[src/rtl/lfsr_pkg.sv]
// Shared types and constants for the LFSR random-number scheduler.
// Latency: n/a (declarations only).
// Backpressure: n/a.
package lfsr_pkg;

    localparam int         LFSR_WIDTH = 4;
    // Feedback mask for x^4+x^3+1: new bit = q[3] ^ q[2]
    localparam logic [3:0] TAPS       = 4'b1100;
    localparam logic [3:0] SEED_DEF   = 4'b0001;

    typedef enum logic {
        WARM  = 1'b0,
        SERVE = 1'b1
    } state_t;

endpackage

[src/rtl/lfsr_step_core.sv]
// LFSR state register with load / step / hold control.
// Latency: q updates on the clock edge after load or step is sampled.
// Backpressure: none; load wins over step, neither means hold.
module lfsr_step_core
    import lfsr_pkg::*;
#(
    parameter int               WIDTH = LFSR_WIDTH,
    parameter logic [WIDTH-1:0] SEED  = WIDTH'(SEED_DEF)
)(
    input  logic             clk,
    input  logic             clr,
    input  logic             step,
    input  logic             load,
    input  logic [WIDTH-1:0] load_val,
    output logic [WIDTH-1:0] q
);

    localparam logic [WIDTH-1:0] TAP_MASK = WIDTH'(TAPS);

    logic fb;

    assign fb = ^(q & TAP_MASK);

    // LFSR register: async clear to seed, load has priority over a shift
    always_ff @(posedge clk or negedge clr) begin
        if (!clr) begin
            q <= SEED;
        end else if (load) begin
            q <= load_val;
        end else if (step) begin
            q <= {q[WIDTH-2:0], fb};
        end
    end

endmodule

[src/rtl/lfsr_rng_sched.sv]
// Shares one LFSR between NREQ requesters: warm-up, round-robin grants, seed load, lock-up recovery.
// Latency: request seen in cycle t -> registered one-hot ack with rnd in cycle t+1.
// Backpressure: at most one grant per cycle; a requester acked this cycle is skipped next cycle.
module lfsr_rng_sched
    import lfsr_pkg::*;
#(
    parameter int               WIDTH  = LFSR_WIDTH,
    parameter int               NREQ   = 2,
    parameter logic [WIDTH-1:0] SEED   = WIDTH'(SEED_DEF),
    parameter int               WARMUP = 8
)(
    input  logic             clk,
    input  logic             clr,
    input  logic [NREQ-1:0]  req,
    output logic [NREQ-1:0]  ack,
    output logic [WIDTH-1:0] rnd,
    input  logic             seed_we,
    input  logic [WIDTH-1:0] seed_in,
    output logic             busy,
    output logic [WIDTH-1:0] q
);

    localparam int              RRW     = (NREQ > 1) ? $clog2(NREQ) : 1;
    localparam logic [3:0]      WARM_N  = 4'(WARMUP);
    localparam logic [RRW-1:0]  RR_INIT = RRW'(NREQ - 1);

    state_t             state;
    state_t             state_nxt;
    logic [3:0]         warm_cnt;
    logic [RRW-1:0]     rr;
    logic               lockup;
    logic               load;
    logic [WIDTH-1:0]   load_val;
    logic               step;
    logic               warm_done;
    logic               warm_step;
    logic               grant;
    logic [NREQ-1:0]    elig;
    logic               win_vld;
    logic [RRW-1:0]     win_idx;

    // An all-zero state can only come from a fault; reload the seed rather than stick there.
    assign lockup    = (q == '0);
    assign load      = seed_we | lockup;
    assign load_val  = (seed_we && (seed_in != '0)) ? seed_in : SEED;

    assign warm_done = (warm_cnt == WARM_N);
    assign warm_step = (state == WARM) && !load && !warm_done;

    // The requester being acked now is masked so it can drop req without a second grant.
    assign elig      = req & ~ack;
    assign grant     = (state == SERVE) && !load && win_vld;
    assign step      = grant | warm_step;

    // Round-robin search starting one past the last winner
    always_comb begin
        logic [RRW-1:0] cand;
        win_vld = 1'b0;
        win_idx = rr;
        cand    = '0;
        for (int i = 1; i <= NREQ; i++) begin
            cand = RRW'((int'(rr) + i) % NREQ);
            if (!win_vld && elig[cand]) begin
                win_vld = 1'b1;
                win_idx = cand;
            end
        end
    end

    // FSM state register
    always_ff @(posedge clk or negedge clr) begin
        if (!clr) begin
            state <= WARM;
        end else begin
            state <= state_nxt;
        end
    end

    // FSM next state: leave WARM on the last warm-up step (or at once when no warm-up)
    always_comb begin
        state_nxt = state;
        case (state)
            WARM: begin
                if (warm_done || (warm_step && ((warm_cnt + 4'd1) == WARM_N))) begin
                    state_nxt = SERVE;
                end
            end
            SERVE: state_nxt = SERVE;
        endcase
    end

    // FSM outputs
    always_comb begin
        busy = (state == WARM);
    end

    // Warm-up step counter; stops at WARM_N because warm_step is gated by warm_done
    always_ff @(posedge clk or negedge clr) begin
        if (!clr) begin
            warm_cnt <= 4'd0;
        end else if (warm_step) begin
            warm_cnt <= warm_cnt + 4'd1;
        end
    end

    // Grant registers: one-cycle ack pulse, rnd carries the pre-step LFSR value
    always_ff @(posedge clk or negedge clr) begin
        if (!clr) begin
            ack <= '0;
            rnd <= '0;
            rr  <= RR_INIT;
        end else begin
            ack <= '0;
            if (grant) begin
                ack <= NREQ'(1) << win_idx;
                rnd <= q;
                rr  <= win_idx;
            end
        end
    end

    lfsr_step_core #(
        .WIDTH (WIDTH),
        .SEED  (SEED)
    ) u_core (
        .clk      (clk),
        .clr      (clr),
        .step     (step),
        .load     (load),
        .load_val (load_val),
        .q        (q)
    );

endmodule
[config.mk]
export PLATFORM = sky130hd
export DESIGN_NAME = lfsr_rng_sched
export DESIGN_NICKNAME = d
export VERILOG_FILES = /design/src/rtl/lfsr_pkg.sv /design/src/rtl/lfsr_step_core.sv /design/src/rtl/lfsr_rng_sched.sv
export SDC_FILE = /design/constraint.sdc
export NUM_CORES = 1
export LEC_CHECK = 0
export CAP_MARGIN = 5
export CORE_ASPECT_RATIO = 1.4
export CORE_MARGIN = 3
export CORE_UTILIZATION = 40
export CTS_CLUSTER_DIAMETER = 60
export CTS_CLUSTER_SIZE = 40
export DETAILED_ROUTE_END_ITERATION = 8
export PLACE_DENSITY = 0.72
export SYNTH_ARGS = -nofsm -noshare
export SYNTH_HDL_FRONTEND = slang
export SYNTH_HIERARCHICAL = 1
export SYNTH_SLANG_ARGS = --single-unit
[constraint.sdc]
create_clock -name clk -period 3.6 [get_ports clk]
set_clock_uncertainty 0.2 [all_clocks]
set_input_delay 0.54 -clock clk [delete_from_list [all_inputs] [get_ports clk]]
set_output_delay 0.54 -clock clk [all_outputs]
set_load 0.1 [all_outputs]
* Word-level counts from Yosys, hierarchy flattened
Index checks and enable logic that the tools add are counted.
Operators by class: add/subtract/negate cells 3, order comparisons 2, eq/ne operators 2, shift operators 1, mux-type cells 14, bitwise operators 5, reductions and logical operators 15
Operators with widths (count):
- 4-bit two-way mux | 3
- 1-bit two-way mux | 9
- 4-bit equality test, second input constant | 2
- 1-bit logical AND | 7
- 4-bit by 1-bit adder with 4-bit output, second input constant | 1
- 4-bit logical NOT | 1
- 1-bit by 2-bit less-than comparator with 1-bit output, second input constant | 2
- 4-bit nonzero test | 1
- 4-bit parity | 1
- 1-bit logical NOT | 3
- 1-bit adder, second input constant | 2
- 2-bit AND | 1
- 2-bit two-way mux | 1
- 2-bit inverter | 1
- 1-bit OR | 2
- 1-bit case mux with 2 select lines | 1
- 2-bit nonzero test | 1
- 1-bit by 1-bit << shifter with 2-bit output, first input constant | 1
- 1-bit logical OR | 1
- 1-bit inverter | 1
Storage, ports and cells: register bits after elaboration 16, input port bits 9, output and inout port bits 11, word-level logic and storage cells 48

* Logic depth before layout (Yosys ltp)
Gate-level depths: netlist of run 1.
depth after elaboration 12, mapped depth 7, gate-level depth less buffers 7

* By module
The synthesis of run 1 kept the hierarchy.
By module, submodules not included:
- lfsr_rng_sched | times used 1, cells an instance 57, area an instance 681.9 um^2
- lfsr_step_core | times used 1, cells an instance 18, area an instance 197.7 um^2

* Least setup slack after synthesis of run 1
OpenSTA, ideal clock, no wires.
kind flip-flop to flip-flop, from register u_core.q[1], to register u_core.q[0], library setup time 75 ps, data arrival time 2191 ps, path slack 1134 ps, cell stages (with the launch flop) 7, clock period less this slack 2466 ps, path through dfrtp_1 nor4_4 nor2_1 inv_1 a21oi_1 or3b_1 o211ai_2
Between the ends: word-level cells in the longest chain between the ends 7
Ends and longest elaborated chain:
- from (decl) | line lfsr_step_core.sv:15 | output logic [WIDTH-1:0] q
- from (signal assigned) | line lfsr_step_core.sv:29 | q <= load_val;
- from (signal assigned) | line lfsr_step_core.sv:31 | q <= {q[WIDTH-2:0], fb};
- 4-bit logical NOT * | line lfsr_rng_sched.sv:43 | assign lockup = (q == '0);
- 1-bit OR * | line lfsr_rng_sched.sv:44 | assign load = seed_we | lockup;
- net load | line lfsr_rng_sched.sv:32 | logic load;
- 1-bit logical NOT * | line lfsr_rng_sched.sv:48, lfsr_rng_sched.sv:52
- 1-bit logical AND, on equally long branches (2 in a row) | line lfsr_rng_sched.sv:52, lfsr_rng_sched.sv:48
- 1-bit OR * | line lfsr_rng_sched.sv:53 | assign step = grant | warm_step;
- net step | line lfsr_rng_sched.sv:34 | logic step;
- 2-bit nonzero test (no source line) *
The timed path passes the listed nets; every way through them passes the cells marked *. A chain may end at the register's enable or synchronous reset.

* Worst setup path after layout of run 1
from register u_core.q[3], to output q[3]
RTL lines:
- to (decl) | line lfsr_rng_sched.sv:20 | output logic [WIDTH-1:0] q
No word-level cell between the ends.

==> results.ini, run 1 <==
[die]
start_util_pct=43.5
die_x_um=45.6
num_rows=19
core_mm2=0.00202
dieArea_mm2=0.00281
ios=20
fp.dieH_um=61.5

[synthesis]
ys_top_cells_by_area=dfrtp_1 (40%), mux2_2 (6.4%), dfstp_2 (6.0%), mux2i_1 (4.6%), ha_1 (4.3%)
syn_area_per_cell_um2=11.7
ys_seq_area_share_pct=45.8
synth_flop_cell=dfrtp_1
async_reset_ff_share_pct=100
ys_seq_elements=16
syn_area_um2=880
synth.distinct_cells=32
syn_nets=87
synth.top_cell.area_share_pct=39.8
synth_area_leader_cell=dfrtp_1
synth_edf_count=0
ys_warn_count=6
syn_inst=75

[setup_path]
critPathMaxFanout=5
crit_chain=clkdlybuf4s50_1
start_kind=flip-flop
crit_type=flip-flop to primary output
path_buf_inv=1
arrival_ns=1.93
cp_top_family=buffers and inverters
slowest_stage=clkdlybuf4s50_1
critPathMaxStageDelay_ns=1.18
cp-end-kind=primary output
crit_required_ns=2.86

[final_layout]
register_area_um2=403
drive_gt1_share_pct=21.9
fillers=185
multi_input_area_um2=449
mostFrequentLayoutCells=clkdlybuf4s50_1 (15), dfrtp_1 (14), inv_1 (5), mux2_2 (5)
num-nets-final=110
diodes=0
final_common_cell=clkdlybuf4s50_1
areaGrowthSynthToFinish_pct=25.5

[job]
max_cap_viol_count=0

[sta]
timing.fmax_ghz=0.374
layout_min_cycle_time_ns=2.67
setup-violations-final=0
tightest_slew_ns=0.976
hold_viol_final=0
min_period_over_period_pct=74.2
max-slew-margin-rel_pct=34.7
slew_viol_final=0
fin_setup_tns_ns=0
rsz0062_at_grt=false

[routing]
vias=641
wl_um=1700
dr.pass1.iters=4
routed_via_density=5.48
drtAntennaViolNets=0
drc=0
wire_per_inst_um=14.5
first_iter_violations=9

[clock_network]
cts.clk_slew.worst_paths_ns=0.09
ctsHtreeMaxLevel=1
cts_resized=0
clock_path_buffers=2
cts_sinks=16
cts_tree=done
cts_root_buf=clkbuf_4
holdBufCountCts=0
postCtsSetupBuffers=0
clock_latency_ns=0.28
cts_buffers=3

[global_routing]
antenna_found_initial=0
grt_pass1_wl_um=2880
grt_start_max_net_pins=17
grt.overflow.total=0
grt_pass1_vias=643
grt_usage_pct=14.2

[place]
gp_congestion=0.743
port_buffers=19
hpwl_um=1300

[outcome]
status=finished clean

[worst_hold_path]
hold_class=flip-flop to flip-flop

-- cells in the mapped netlist (all sizes together) (2+ instances only) --
library cell,instances
o21ai,3
dfstp,2
nand2,4
ha,3
inv,6
a21oi,2
xor2,2
nor3,2
xnor2,4
dfrtp,14
nor4,3
mux2i,4
nand2b,4
mux2,5
and2,4
-- layer usage --
metal  share of wire, %  track usage, %  up-vias
met1                 40            15.8      322
met5                  0               0        -
met3                3.5            1.75        2
met2                 56            25.5       11
li1                   -               -      306
met4               0.83            7.53        0
-- final cells by class --
class | instances | share of cell area [%]
clock buffer | 3 | 2.04
inverter | 6 | 2.04
multi-input combinational | 52 | 40.7
sequential | 16 | 36.5
tap | 21 | 2.38
timing repair buffer | 19 | 16.3
-- per-stage QoR --
| step | utilization, % | hold slack [ns] | area, um^2 | cells | worst slack (ns) |
|---|---|---|---|---|---|
| CTS | 54.6 | 0.282 | 1100 | 117 | 0.912 |
| global placement | 53.5 | 0.265 | 1080 | 114 | 1.09 |
| floorplan | - | 0.0444 | 880 | 75 | 1.13 |
| detailed placement | 53.5 | 0.267 | 1080 | 114 | 1.03 |
| finish | 54.6 | 0.284 | 1100 | 117 | 0.929 |
| global route | 54.6 | 0.297 | 1100 | 117 | 0.884 |
-- worst paths after layout --
path | depth (start not counted) | slack (ns) | end | start
max | 1 | 0.93 | q[3] | u_core/q[3]$_DFFE_PN0P_
min | 2 | 0.28 | rr$_DFFE_PN1P_ | rr$_DFFE_PN1P_
max reg2reg | 7 | 1.30 | u_core/q[1]$_DFFE_PN0P_ | warm_cnt[0]$_DFFE_PN0P_
min reg2reg | 2 | 0.28 | rr$_DFFE_PN1P_ | rr$_DFFE_PN1P_
max in group asynchronous | 1 | 2.25 | warm_cnt[3]$_DFFE_PN0P_ | clr
min in group asynchronous | 1 | 0.49 | rnd[0]$_DFFE_PN0P_ | clr
-- state kept, by name, indices dropped and copies added (netlist names) --
signal    cells
ack           2
rnd           4
rr            1
state         1
u_core/q      4
warm_cnt      4
-- kinds of logic (layout without fill, tap and decap cells) --
| family | count (synthesis) | count (layout) | synth area share, % |
|---|---|---|---|
| buffers and inverters | 7 | 28 | 3.13 |
| xor gates and xnor gates | 6 | 6 | 5.97 |
| and+or+nand+nor | 24 | 24 | 19.5 |
| AOI/OAI and AO/OA | 10 | 10 | 10.4 |
| adders and majority gates | 3 | 3 | 4.27 |
| DFF | 16 | 16 | 45.8 |
| muxes | 9 | 9 | 11.0 |
Power of run 1 is not shown: default switching activity piles up to over one toggle a cycle in this logic, so the estimate is an artifact.
==> run 2, diff against run 1 <==
- clock period: 3.6 -> 2.55 ns (I/O delays scaled with it)
==> results.ini, run 2 (synthesized netlist as in run 1, its figures left out) <==
[outcome]
status=finished clean

[clock_network]
clock_latency_ns=0.28  ; about the same
cts_tree=done
cts_root_buf=clkbuf_4
ctsHtreeMaxLevel=1  ; unchanged
cts_buffers=3  ; unchanged
cts.clk_slew.worst_paths_ns=0.09  ; about the same
clock_path_buffers=2  ; unchanged
cts_resized=0  ; unchanged
cts_sinks=16  ; unchanged
holdBufCountCts=0  ; unchanged
postCtsSetupBuffers=0  ; unchanged

[global_routing]
grt_pass1_wl_um=2760  ; -4.1%
grt_start_max_net_pins=17  ; unchanged
grt_usage_pct=13.7  ; -0.46 points
grt_pass1_vias=625  ; -2.8%
grt.overflow.total=0  ; unchanged
antenna_found_initial=0  ; unchanged

[die]
start_util_pct=43.5  ; unchanged
ios=20  ; unchanged
die_x_um=45.6  ; unchanged
fp.dieH_um=61.5  ; unchanged
num_rows=19  ; unchanged
core_mm2=0.00202  ; unchanged
dieArea_mm2=0.00281  ; unchanged

[final_layout]
mostFrequentLayoutCells=dfrtp_1 (14), buf_4 (13), clkdlybuf4s50_1 (8), inv_1 (5), mux2_2 (5)
drive_gt1_share_pct=30.6  ; +8.7 points
final_common_cell=dfrtp_1
reg.largest.list=rnd: 4 flops, u_core/q: 4 flops, warm_cnt: 4 flops
register_area_um2=403  ; unchanged
areaGrowthSynthToFinish_pct=25.2
num-nets-final=112  ; +1.8%
diodes=0  ; unchanged
multi_input_area_um2=449  ; unchanged
fillers=198  ; +7.0%

[sta]
slew_viol_final=0  ; unchanged
max-slew-margin-rel_pct=53.1  ; +18 points
min_period_over_period_pct=82.3
setup-violations-final=0  ; unchanged
tightest_slew_ns=0.702  ; -0.274 ns
fin_setup_tns_ns=0  ; unchanged
timing.fmax_ghz=0.477
layout_min_cycle_time_ns=2.10
hold_viol_final=0  ; unchanged
rsz0062_at_grt=false

[setup_path]
start_kind=flip-flop
crit_required_ns=2.51  ; -0.35 ns
cp-end-kind=flip-flop
critPathMaxFanout=5  ; unchanged
crit_type=flip-flop to flip-flop
arrival_ns=2.06  ; +0.13 ns

[job]
max_cap_viol_count=0  ; unchanged

[routing]
routed_via_density=5.12  ; -6.6%
first_iter_violations=7  ; -2
drtAntennaViolNets=0  ; unchanged
vias=609  ; -5.0%
wire_per_inst_um=13.8  ; -4.6%
dr.pass1.iters=4  ; unchanged
drc=0  ; unchanged
wl_um=1650  ; -2.9%

[place]
port_buffers=19  ; unchanged
hpwl_um=1340  ; +3.1%
gp_congestion=0.737  ; -0.69%

[worst_hold_path]
hold_class=flip-flop to flip-flop

==> run 2: cell types whose count changed in the layout (fill, tap and decap cells not counted) <==
cell	before	now
buf_4	4	13
clkdlybuf4s50_1	15	8
==> run 2: critical path, stage by stage (launching register included) <==
cell     delay (ns)
dfrtp_1        0.43
inv_1          0.09
ha_1           0.19
and3b_1        0.21
or2_2          0.29
a21oi_1        0.15
buf_4          0.16
mux2i_1        0.18
o21ai_0        0.09
==> run 2: cell type report <==
| class | count | area share, % |
|---|---|---|
| Timing Repair Buffer | 21 | 16.1 |
| Multi-Input combinational cell | 52 | 40.8 |
| Sequential cell | 16 | 36.6 |
| Clock buffer | 3 | 2.05 |
| Inverter | 6 | 2.05 |
| Tap cell | 21 | 2.39 |
==> run 2: final timing paths <==
check / depth (start not counted) / endpoint / start / slack [ns]
max: 8 / u_core/q[1]$_DFFE_PN0P_ / warm_cnt[0]$_DFFE_PN0P_ / 0.45
min: 2 / rr$_DFFE_PN1P_ / rr$_DFFE_PN1P_ / 0.29
max reg2reg: 8 / u_core/q[1]$_DFFE_PN0P_ / warm_cnt[0]$_DFFE_PN0P_ / 0.45
min reg2reg: 2 / rr$_DFFE_PN1P_ / rr$_DFFE_PN1P_ / 0.29
max in group asynchronous: 1 / warm_cnt[0]$_DFFE_PN0P_ / clr / 1.39
min in group asynchronous: 1 / rnd[3]$_DFFE_PN0P_ / clr / 0.32
==> run 2: stage by stage <==
stage,setup WS (ns),hold WS [ns],util (%),instances,instance area (um^2)
global placement,0.303,0.282,53.4,116,1080
floorplan,0.0840,-0.113,-,75,880
CTS,0.450,0.294,54.5,119,1100
detailed placement,0.264,0.281,53.4,116,1080
global route,0.290,0.320,54.5,119,1100
finish,0.452,0.289,54.5,119,1100
==> run 2: metal layers <==
layer / global-route usage [%] / vias up / part of all wire, %
met2: 23.8 / 16 / 53
met4: 6.28 / 0 / 1.5
met3: 2.63 / 3 / 5.5
met5: 0 / - / 0
li1: - / 309 / -
met1: 16.0 / 281 / 40
Power of run 2 is left out for the same reason.
